[src/rtl/stg_ma_if.sv]
// stg_ma_if: data-memory transaction bus between the MA stage (master) and data memory (slave).
// Latency: none, wires only.
// Backpressure: the master holds ow_mem_req until the slave returns a 1-cycle iw_mem_ack.
interface stg_ma_if #(
    parameter int AW = 48,
    parameter int DW = 24
);
    logic          ow_mem_req;
    logic          ow_mem_we;
    logic [AW-1:0] ow_mem_addr;
    logic [DW-1:0] ow_mem_wdata;
    logic          iw_mem_ack;
    logic [DW-1:0] iw_mem_rdata;

    modport master (
        output ow_mem_req, ow_mem_we, ow_mem_addr, ow_mem_wdata,
        input  iw_mem_ack, iw_mem_rdata
    );

    modport slave (
        input  ow_mem_req, ow_mem_we, ow_mem_addr, ow_mem_wdata,
        output iw_mem_ack, iw_mem_rdata
    );
endinterface

[src/rtl/stg_ma.sv]
// stg_ma: memory-access stage; non-memory ops pass through, LD/ST ops run one req/ack bus transaction.
// Latency: 1 cycle for non-memory ops; 2+ cycles for memory ops (capture edge, then ack edge).
// Backpressure: ow_stall holds upstream while a transaction is open; iw_stall freezes IDLE and parks acked data in HOLD.
module stg_ma #(
    parameter int MEM_TIMEOUT = 255,
    parameter int OPC_W       = 6,
    parameter int GP_W        = 4,
    parameter int SR_W        = 3,
    parameter int AR_W        = 2
) (
    input  logic             iw_clk,
    input  logic             iw_rst,

    input  logic [47:0]      iw_pc,
    input  logic [23:0]      iw_instr,
    input  logic [OPC_W-1:0] iw_opc,
    input  logic [GP_W-1:0]  iw_tgt_gp,
    input  logic             iw_tgt_gp_we,
    input  logic [SR_W-1:0]  iw_tgt_sr,
    input  logic             iw_tgt_sr_we,
    input  logic [AR_W-1:0]  iw_tgt_ar,
    input  logic             iw_tgt_ar_we,
    input  logic [47:0]      iw_addr,
    input  logic [23:0]      iw_result,
    input  logic [47:0]      iw_ar_result,
    input  logic [47:0]      iw_sr_result,

    output logic [47:0]      ow_pc,
    output logic [23:0]      ow_instr,
    output logic [OPC_W-1:0] ow_opc,
    output logic [GP_W-1:0]  ow_tgt_gp,
    output logic             ow_tgt_gp_we,
    output logic [SR_W-1:0]  ow_tgt_sr,
    output logic             ow_tgt_sr_we,
    output logic [AR_W-1:0]  ow_tgt_ar,
    output logic             ow_tgt_ar_we,
    output logic [23:0]      ow_result,
    output logic [47:0]      ow_ar_result,
    output logic [47:0]      ow_sr_result,

    stg_ma_if.master         mem,
    output logic             ow_mem_fault,

    input  logic             iw_flush,
    input  logic             iw_stall,
    output logic             ow_stall
);

    // Opcode classes live in the top three opcode bits: 3'b010 = loads, 3'b011 = stores.
    localparam logic [2:0] OPC_CLS_LD = 3'b010;
    localparam logic [2:0] OPC_CLS_ST = 3'b011;

    localparam int             CNT_W   = $clog2(MEM_TIMEOUT + 1);
    localparam logic [CNT_W-1:0] CNT_MAX = CNT_W'(MEM_TIMEOUT);

    typedef enum logic [1:0] {
        S_IDLE,
        S_WAIT,
        S_HOLD
    } state_t;

    // Everything that travels down the pipe with an instruction.
    typedef struct packed {
        logic [47:0]      pc;
        logic [23:0]      instr;
        logic [OPC_W-1:0] opc;
        logic [GP_W-1:0]  tgt_gp;
        logic             tgt_gp_we;
        logic [SR_W-1:0]  tgt_sr;
        logic             tgt_sr_we;
        logic [AR_W-1:0]  tgt_ar;
        logic             tgt_ar_we;
        logic [23:0]      result;
        logic [47:0]      ar_result;
        logic [47:0]      sr_result;
    } op_t;

    // A bubble is the op with every register-file write suppressed.
    function automatic op_t bubble_op(input op_t o);
        op_t r;
        r           = o;
        r.tgt_gp_we = 1'b0;
        r.tgt_sr_we = 1'b0;
        r.tgt_ar_we = 1'b0;
        return r;
    endfunction

    // Retiring memory op: WB data replaced by the transaction data, killed ops become bubbles.
    function automatic op_t retire_op(input op_t o, input logic [23:0] dat, input logic kill);
        op_t r;
        r        = o;
        r.result = dat;
        if (kill) begin
            r = bubble_op(r);
        end
        return r;
    endfunction

    state_t           state_q, state_d;
    logic [CNT_W-1:0] cnt_q, cnt_d;
    logic             kill_q, kill_d;
    op_t              out_q, out_d;
    op_t              cap_q, cap_d;
    logic [47:0]      addr_q, addr_d;
    logic             st_q, st_d;
    logic             req_q, req_d;
    logic             fault_q, fault_d;
    logic [23:0]      buf_q, buf_d;

    op_t              in_op;
    logic             in_is_ld;
    logic             in_is_st;
    logic [CNT_W-1:0] cnt_inc;
    logic             kill_now;
    logic [23:0]      xfer_dat;

    assign in_op = '{
        pc:        iw_pc,
        instr:     iw_instr,
        opc:       iw_opc,
        tgt_gp:    iw_tgt_gp,
        tgt_gp_we: iw_tgt_gp_we,
        tgt_sr:    iw_tgt_sr,
        tgt_sr_we: iw_tgt_sr_we,
        tgt_ar:    iw_tgt_ar,
        tgt_ar_we: iw_tgt_ar_we,
        result:    iw_result,
        ar_result: iw_ar_result,
        sr_result: iw_sr_result
    };

    assign in_is_ld = (iw_opc[OPC_W-1 -: 3] == OPC_CLS_LD);
    assign in_is_st = (iw_opc[OPC_W-1 -: 3] == OPC_CLS_ST);

    // Saturating wait counter; it is cleared on entry to WAIT so it never starts saturated there.
    assign cnt_inc  = (cnt_q == CNT_MAX) ? cnt_q : cnt_q + CNT_W'(1);
    // A flush arriving in the retire cycle itself must still kill the op.
    assign kill_now = kill_q | iw_flush;
    // Stores write back their own captured result, loads write back the bus data.
    assign xfer_dat = st_q ? cap_q.result : mem.iw_mem_rdata;

    // State register.
    always_ff @(posedge iw_clk or negedge iw_rst) begin
        if (!iw_rst) begin
            state_q <= S_IDLE;
        end else begin
            state_q <= state_d;
        end
    end

    // Next state, transaction control and output register update.
    always_comb begin
        state_d = state_q;
        cnt_d   = cnt_q;
        kill_d  = kill_q;
        out_d   = out_q;
        cap_d   = cap_q;
        addr_d  = addr_q;
        st_d    = st_q;
        req_d   = req_q;
        fault_d = 1'b0;
        buf_d   = buf_q;

        case (state_q)
            S_IDLE: begin
                if (!iw_stall) begin
                    if (iw_flush) begin
                        out_d = bubble_op(in_op);
                    end else if (in_is_ld || in_is_st) begin
                        cap_d   = in_op;
                        addr_d  = iw_addr;
                        st_d    = in_is_st;
                        req_d   = 1'b1;
                        cnt_d   = '0;
                        kill_d  = 1'b0;
                        out_d   = bubble_op(in_op);
                        state_d = S_WAIT;
                    end else begin
                        out_d = in_op;
                    end
                end
            end

            S_WAIT: begin
                cnt_d = cnt_inc;
                if (iw_flush) begin
                    kill_d = 1'b1;
                end
                // Ack is checked first so an ack on the timeout cycle still completes the op.
                if (mem.iw_mem_ack) begin
                    req_d = 1'b0;
                    if (iw_stall) begin
                        buf_d   = xfer_dat;
                        state_d = S_HOLD;
                    end else begin
                        out_d   = retire_op(cap_q, xfer_dat, kill_now);
                        kill_d  = 1'b0;
                        state_d = S_IDLE;
                    end
                end else if (cnt_inc == CNT_MAX) begin
                    req_d   = 1'b0;
                    fault_d = 1'b1;
                    out_d   = bubble_op(cap_q);
                    kill_d  = 1'b0;
                    state_d = S_IDLE;
                end
            end

            S_HOLD: begin
                if (iw_flush) begin
                    kill_d = 1'b1;
                end
                if (!iw_stall) begin
                    out_d   = retire_op(cap_q, buf_q, kill_now);
                    kill_d  = 1'b0;
                    state_d = S_IDLE;
                end
            end

            default: begin
                state_d = S_IDLE;
                req_d   = 1'b0;
            end
        endcase
    end

    // Datapath and control registers; reset drops any transaction in flight.
    always_ff @(posedge iw_clk or negedge iw_rst) begin
        if (!iw_rst) begin
            cnt_q   <= '0;
            kill_q  <= 1'b0;
            out_q   <= '0;
            cap_q   <= '0;
            addr_q  <= '0;
            st_q    <= 1'b0;
            req_q   <= 1'b0;
            fault_q <= 1'b0;
            buf_q   <= '0;
        end else begin
            cnt_q   <= cnt_d;
            kill_q  <= kill_d;
            out_q   <= out_d;
            cap_q   <= cap_d;
            addr_q  <= addr_d;
            st_q    <= st_d;
            req_q   <= req_d;
            fault_q <= fault_d;
            buf_q   <= buf_d;
        end
    end

    assign ow_pc        = out_q.pc;
    assign ow_instr     = out_q.instr;
    assign ow_opc       = out_q.opc;
    assign ow_tgt_gp    = out_q.tgt_gp;
    assign ow_tgt_gp_we = out_q.tgt_gp_we;
    assign ow_tgt_sr    = out_q.tgt_sr;
    assign ow_tgt_sr_we = out_q.tgt_sr_we;
    assign ow_tgt_ar    = out_q.tgt_ar;
    assign ow_tgt_ar_we = out_q.tgt_ar_we;
    assign ow_result    = out_q.result;
    assign ow_ar_result = out_q.ar_result;
    assign ow_sr_result = out_q.sr_result;

    // Bus fields come straight from capture registers, so they cannot move while req is up.
    assign mem.ow_mem_req   = req_q;
    assign mem.ow_mem_we    = st_q;
    assign mem.ow_mem_addr  = addr_q;
    assign mem.ow_mem_wdata = cap_q.result;
    assign ow_mem_fault     = fault_q;

    assign ow_stall = (state_q != S_IDLE) | iw_stall;

endmodule

[src/flat_wrapper.sv]
// flat-port wrapper written by rule: the top's interface ports become plain ports
module stg_ma_flat 
#(
    parameter int MEM_TIMEOUT = 255,
    parameter int OPC_W       = 6,
    parameter int GP_W        = 4,
    parameter int SR_W        = 3,
    parameter int AR_W        = 2
)
  (iw_clk, iw_rst, iw_pc, iw_instr, iw_opc, iw_tgt_gp, iw_tgt_gp_we, iw_tgt_sr, iw_tgt_sr_we, iw_tgt_ar, iw_tgt_ar_we, iw_addr, iw_result, iw_ar_result, iw_sr_result, ow_pc, ow_instr, ow_opc, ow_tgt_gp, ow_tgt_gp_we, ow_tgt_sr, ow_tgt_sr_we, ow_tgt_ar, ow_tgt_ar_we, ow_result, ow_ar_result, ow_sr_result, ow_mem_fault, iw_flush, iw_stall, ow_stall, mem_ow_mem_req, mem_ow_mem_we, mem_ow_mem_addr, mem_ow_mem_wdata, mem_iw_mem_ack, mem_iw_mem_rdata);
  stg_ma_if mem_i ();
  input  logic iw_clk;
  input  logic iw_rst;
  input  logic [47:0] iw_pc;
  input  logic [23:0] iw_instr;
  input  logic [OPC_W-1:0] iw_opc;
  input  logic [GP_W-1:0] iw_tgt_gp;
  input  logic iw_tgt_gp_we;
  input  logic [SR_W-1:0] iw_tgt_sr;
  input  logic iw_tgt_sr_we;
  input  logic [AR_W-1:0] iw_tgt_ar;
  input  logic iw_tgt_ar_we;
  input  logic [47:0] iw_addr;
  input  logic [23:0] iw_result;
  input  logic [47:0] iw_ar_result;
  input  logic [47:0] iw_sr_result;
  output logic [47:0] ow_pc;
  output logic [23:0] ow_instr;
  output logic [OPC_W-1:0] ow_opc;
  output logic [GP_W-1:0] ow_tgt_gp;
  output logic ow_tgt_gp_we;
  output logic [SR_W-1:0] ow_tgt_sr;
  output logic ow_tgt_sr_we;
  output logic [AR_W-1:0] ow_tgt_ar;
  output logic ow_tgt_ar_we;
  output logic [23:0] ow_result;
  output logic [47:0] ow_ar_result;
  output logic [47:0] ow_sr_result;
  output logic ow_mem_fault;
  input  logic iw_flush;
  input  logic iw_stall;
  output logic ow_stall;
  output wire logic [$bits(mem_i.ow_mem_req)-1:0] mem_ow_mem_req;
  output wire logic [$bits(mem_i.ow_mem_we)-1:0] mem_ow_mem_we;
  output wire logic [$bits(mem_i.ow_mem_addr)-1:0] mem_ow_mem_addr;
  output wire logic [$bits(mem_i.ow_mem_wdata)-1:0] mem_ow_mem_wdata;
  input wire logic [$bits(mem_i.iw_mem_ack)-1:0] mem_iw_mem_ack;
  input wire logic [$bits(mem_i.iw_mem_rdata)-1:0] mem_iw_mem_rdata;
  assign mem_ow_mem_req = mem_i.ow_mem_req;
  assign mem_ow_mem_we = mem_i.ow_mem_we;
  assign mem_ow_mem_addr = mem_i.ow_mem_addr;
  assign mem_ow_mem_wdata = mem_i.ow_mem_wdata;
  assign mem_i.iw_mem_ack = mem_iw_mem_ack;
  assign mem_i.iw_mem_rdata = mem_iw_mem_rdata;
  stg_ma #(.MEM_TIMEOUT(MEM_TIMEOUT), .OPC_W(OPC_W), .GP_W(GP_W), .SR_W(SR_W), .AR_W(AR_W)) u_core (.iw_clk(iw_clk), .iw_rst(iw_rst), .iw_pc(iw_pc), .iw_instr(iw_instr), .iw_opc(iw_opc), .iw_tgt_gp(iw_tgt_gp), .iw_tgt_gp_we(iw_tgt_gp_we), .iw_tgt_sr(iw_tgt_sr), .iw_tgt_sr_we(iw_tgt_sr_we), .iw_tgt_ar(iw_tgt_ar), .iw_tgt_ar_we(iw_tgt_ar_we), .iw_addr(iw_addr), .iw_result(iw_result), .iw_ar_result(iw_ar_result), .iw_sr_result(iw_sr_result), .ow_pc(ow_pc), .ow_instr(ow_instr), .ow_opc(ow_opc), .ow_tgt_gp(ow_tgt_gp), .ow_tgt_gp_we(ow_tgt_gp_we), .ow_tgt_sr(ow_tgt_sr), .ow_tgt_sr_we(ow_tgt_sr_we), .ow_tgt_ar(ow_tgt_ar), .ow_tgt_ar_we(ow_tgt_ar_we), .ow_result(ow_result), .ow_ar_result(ow_ar_result), .ow_sr_result(ow_sr_result), .mem(mem_i), .ow_mem_fault(ow_mem_fault), .iw_flush(iw_flush), .iw_stall(iw_stall), .ow_stall(ow_stall));
endmodule
[config.mk]
export PLATFORM = sky130hd
export DESIGN_NAME = stg_ma_flat
export DESIGN_NICKNAME = d
export VERILOG_FILES = /design/src/rtl/stg_ma_if.sv /design/src/rtl/stg_ma.sv /design/src/flat_wrapper.sv
export SDC_FILE = /design/constraint.sdc
export NUM_CORES = 1
export LEC_CHECK = 0
export ABC_CLOCK_PERIOD_IN_PS = 3100
export CAP_MARGIN = 20
export CORE_AREA = 2 2 226 228
export CTS_CLUSTER_SIZE = 20
export DETAILED_ROUTE_END_ITERATION = 16
export DIE_AREA = 0 0 228 230
export PLACE_DENSITY = 0.76
export SLEW_MARGIN = 20
export SYNTH_ARGS = -nofsm -noshare
export SYNTH_HDL_FRONTEND = slang
export SYNTH_SLANG_ARGS = --single-unit
export TNS_END_PERCENT = 50
[constraint.sdc]
create_clock -name iw_clk -period 3.1 [get_ports iw_clk]
set_clock_uncertainty 0.05 [all_clocks]
set_input_delay 0.62 -clock iw_clk [delete_from_list [all_inputs] [get_ports iw_clk]]
set_output_delay 0.62 -clock iw_clk [all_outputs]
set_load 0.005 [all_outputs]
==> metrics.sh <==
ANTENNA_LEFT=0
CRIT_PATH_CELL_TRACE='ha_1 > nand4_1 > o31ai_1 > a41o_2 > o211ai_4 > buf_12 > buf_12 > mux2_4'
POST_SYNTH_FA_HA_MAJ_AREA_FRACTION_PCT=0.214
DETAIL_ROUTE.WIRELENGTH.MET1_MM=25.6
SYNTH_TOP_FLOP_CELL='dfrtp_1'
SYNTHESIS.AREA_PER_INSTANCE_UM2=10.1
PORTS_PLACED_ON_THE_BOUNDARY=573
POWER_PER_CELL_AREA_nW_PER_UM2=1060
CTS_TREE='built'
CLOCK_SINK_COUNT=506
CTS_HOLD_FIX_BUFS=0
TIMING.HOLD.WORST.CLASS='in2async'
LAYOUT_MIN_CYCLE_TIME_PS=2870
DIE-AREA_UM2=52400
POST_CTS_SETUP_BUFFERS=0
VIA_COUNT=18300
GRT_START_MAX_NET_PINS=168
FIRST_ITER_VIOLATIONS=1372
ROUTED_WIRE_LENGTH_PER_INSTANCE_UM=18.5
HPWL_MM=45.4
YOSYS_WARNINGS=0
MAXCAPVIOLATIONS=0
CRITICAL_PATH.REG2REG.ENDPOINT='u_core.ow_pc[2]$_DFFE_PN0P_'
SYNTH-XOR-AREA-SHARE_PCT=0
VIOLATIONS='negative hold slack'
PLACE.GP.CONGESTION=0.859
NETLIST_INSTANCES=2317
CRITPATHCAPTURETYPE='flop'
STARTPOINT='u_core.cnt_q[0]$_DFFE_PN0P_'
GLOBALROUTETOTALUTIL_PCT=24.7
TIMING.CRITICAL_PATH.REQUIRED_PS=3520
YOSYS.AREA_SHARE.SIMPLE_PCT=11.7
HOLD_VIOL=18
COMBINATIONAL_FAMILY_WITH_THE_MOST_AREA_AFTER_SYNTHESIS='multiplexers'
TIMING.RR.START='u_core.cnt_q[0]$_DFFE_PN0P_'
FLOORPLAN.CORE_AREA_UM2=49900
SYNTH.DISTINCT_CELLS=42
CPMAXSTAGEDELAYCELL='dfrtp_1'
HTREE_DEPTH=2
YS_SEQ_ELEMENTS=506
NETLIST_TOP_CELLS_AREA='dfrtp_1, mux2_4, nand2_1, o21ai_0, inv_1'
PATH_DEPTH=8
IO_BUFFER_COUNT=572
SYNTH_TOP_CELLS_BY_COUNT='nand2_1, dfrtp_1, o21ai_0, mux2_4, inv_1'
NETLIST.AREA_LEADER.SHARE_PCT=54.3
SYNTH_FP_NETS=2608
FIRST_GLOBAL_VIAS=19100
POST-ROUTE-DRC-COUNT=0
WORST-R2R-CELL-COUNT=8
NETS=3121
FIN_SETUP_TNS_PS=0
STATIC-LEAKAGE-POWER_nW=14.9
DR_WL_MET2_MM=32.3
SETUP.WORST_PATH.CLASS='reg2reg'
CRITICAL_PATH_MAX_STAGE_DELAY_PS=460
CRIT_PATH_BUF_INV_COUNT=2
AREA_GROWTH_SYN_TO_LAYOUT_PCT=34.1
VDD_IR_DROP_MAX_mV=0.839
WIRE_LENGTH_OF_THE_FIRST_GLOBAL_ROUTING_PASS_MM=104
RSZ0062_AT_GRT='no'
TIMING.FINAL.CRIT_SHARE_PCT=92.7
TIMING.CRITICAL_PATH.TO='u_core.ow_pc[2]$_DFFE_PN0P_'
GRT_ANTENNA_BEFORE_REPAIR=8
CLKTRANSATPATHREGS_PS=60
RUN_STATUS='finished, violations left'
SYNTH_MUX_AREA_SHARE_PCT=15.5
CRITPATHARRIVALTIME_PS=3290
TOTAL_GR_OVERFLOW=0
HIGHEST_METAL_LAYER_WITH_SIGNAL_WIRES='met5'
INITIAL_CORE_UTIL_PCT=46.8
DETAIL_ROUTE.WIRELENGTH_MM=65.6
STD_CELL_ROWS=82
CRIT_FANOUT=25
FF2FF_SETUP_SLACK_PS=230
CLK_LATENCY_PS=590
CLK_PATH_BUF_DEPTH=3
SYNTH_SEQUENTIAL_AREA_RATIO_PCT=54.3
YOSYS.CELL_COUNT.TOP_TYPE='nand2_1'
COMPLEX_GATE_FRACTION_OF_THE_SYNTHESIZED_AREA_PCT=10.6
SYNTH-ASYNC-RESET-RATIO_PCT=100
YOSYSTOPAREACELL='dfrtp_1'
TIMING.CRITICAL_PATH.MODE_CELL='buf_12'
MET3_LAYER_WIRE_LENGTH_IN_THE_ROUTED_DESIGN_MM=5.12
SYNTH-EDFF-COUNT=0
WORST_SETUP_PATH_START_KIND='flop'
DETAIL_ROUTE.VIAS_PER_CELL=5.17
DIE_W_UM=228
SYNTHESIS.AREA_UM2=23300
POST_CTS_RESIZED=0
WORST_TRAN_PIN_VALUE_PS=831
DIE-HEIGHT_UM=230
CLOCK.FMAX_MHz=348
HOLD_SLACK_PS=-25.8
DRT_PASS1_ITERATIONS=7
CTS_BUFS_INSERTED=53
SLEW-LIMIT-HEADROOM_PCT=44.6
LAYOUT-DRIVE-GT1-SHARE_PCT=12.7
CELL_FAMILY_CONTRIBUTING_THE_MOST_DELAY_ON_THE_CRITICAL_PATH='compound AO/OA/AOI/OAI gates'
CTS_ROOT_BUFFER='clkbuf_16'
FINAL_MAX_SLEW_VIOL_COUNT=0
SETUP_VIOL=0
## sequential cells by signal (all words and copies together), names as in the netlist
| signal | count |
|---|---|
| u_core.buf_q | 24 |
| u_core.cap_q | 186 |
| u_core.cnt_q | 8 |
| u_core.kill_q | 1 |
| u_core.mem.ow_mem_addr | 48 |
| u_core.mem.ow_mem_req | 1 |
| u_core.mem.ow_mem_wdata | 24 |
| u_core.mem.ow_mem_we | 1 |
| u_core.ow_ar_result | 48 |
| u_core.ow_instr | 24 |
| u_core.ow_mem_fault | 1 |
| u_core.ow_opc | 6 |
| u_core.ow_pc | 48 |
| u_core.ow_result | 24 |
| u_core.ow_sr_result | 48 |
| u_core.ow_tgt_ar | 2 |
| u_core.ow_tgt_ar_we | 1 |
| u_core.ow_tgt_gp | 4 |
| u_core.ow_tgt_gp_we | 1 |
| u_core.ow_tgt_sr | 3 |
| u_core.ow_tgt_sr_we | 1 |
| u_core.state_q | 2 |
## final cells by class
type	instances	area, um2
clock buffer	73	1530
clock inverter	21	154
antenna	3	7.51
multi-input combinational	1453	8890
tap	672	841
fill	3870	18600
timing repair buffer	630	6500
inverter	186	698
sequential	506	12700
## logic make-up (layout without fill, tap and decap cells)
kind of cell | Yosys count | count (layout)
DFF | 506 | 506
adders and majority gates | 4 | 4
other | 0 | 3
AOI/OAI and AO/OA | 478 | 478
muxes | 259 | 259
buffers and inverters | 358 | 910
and+or+nand+nor | 712 | 712
## stage by stage
stage	utilization, %	instances	power (mW)	setup WS [ps]	area [um2]
finish	62.7	3544	33.1	226	31300
global route	62.7	3542	34.9	86.6	31300
CTS	62.7	3541	33.3	301	31300
detailed placement	59.3	3447	26.9	312	29600
global placement	59.3	3447	26.3	377	29600
floorplan	-	2317	20.7	827	23300
## routing by layer
| layer | up-vias | GRT usage [%] |
|---|---|---|
| met2 | 709 | 42.0 |
| met3 | 163 | 6.58 |
| met4 | 8 | 9.89 |
| met1 | 8943 | 30.0 |
| li1 | 8507 | - |
| met5 | - | 0 |
## cell usage in the layout (no fill, tap or decap), types with 2 or more instances in the layout
cell type / Yosys / layout
nand2_1: 631 / 630
clkdlybuf4s50_1: 0 / 571
dfrtp_1: 506 / 506
o21ai_0: 392 / 392
mux2_4: 200 / 200
inv_1: 185 / 185
a21oi_1: 62 / 62
nor2_1: 59 / 59
clkbuf_16: 0 / 53
mux2i_1: 49 / 49
buf_4: 25 / 31
buf_12: 22 / 27
clkbuf_8: 0 / 13
clkinv_2: 0 / 12
mux2_2: 10 / 10
clkbuf_1: 105 / 7
nand3_1: 6 / 6
a31oi_1: 5 / 5
a22o_1: 5 / 5
clkinvlp_4: 0 / 5
nand2b_1: 4 / 4
diode_2: 0 / 3
o31ai_1: 3 / 3
ha_1: 4 / 3
nand4_1: 2 / 2
nand3b_1: 2 / 2
o211ai_1: 2 / 2
inv_6: 0 / 2
## how the worst min path moves through the flow
stage | from | slack [ps] | depth (start not counted) | end
floorplan | iw_rst | 270 | 0 | u_core.buf_q[0]$_DFFE_PN0P_
global placement | u_core.cap_q[136]$_DFFE_PN0P_ | 400 | 1 | u_core.cap_q[136]$_DFFE_PN0P_
detailed placement | u_core.cap_q[136]$_DFFE_PN0P_ | 400 | 1 | u_core.cap_q[136]$_DFFE_PN0P_
CTS | iw_rst | 10 | 1 | u_core.ow_instr[9]$_DFFE_PN0P_
global route | iw_rst | 40 | 1 | u_core.ow_instr[0]$_DFFE_PN0P_
finish | iw_rst | -30 | 1 | u_core.ow_pc[42]$_DFFE_PN0P_
## power breakdown
group	leakage, nW	internal, mW	total, mW	switching (mW)
clock	0.830	3.53	6.19	2.66
sequential	6.29	9.89	12.1	2.19
combinational	7.73	8.74	14.8	6.04
Note: power is estimated with default switching activity, not from simulation.
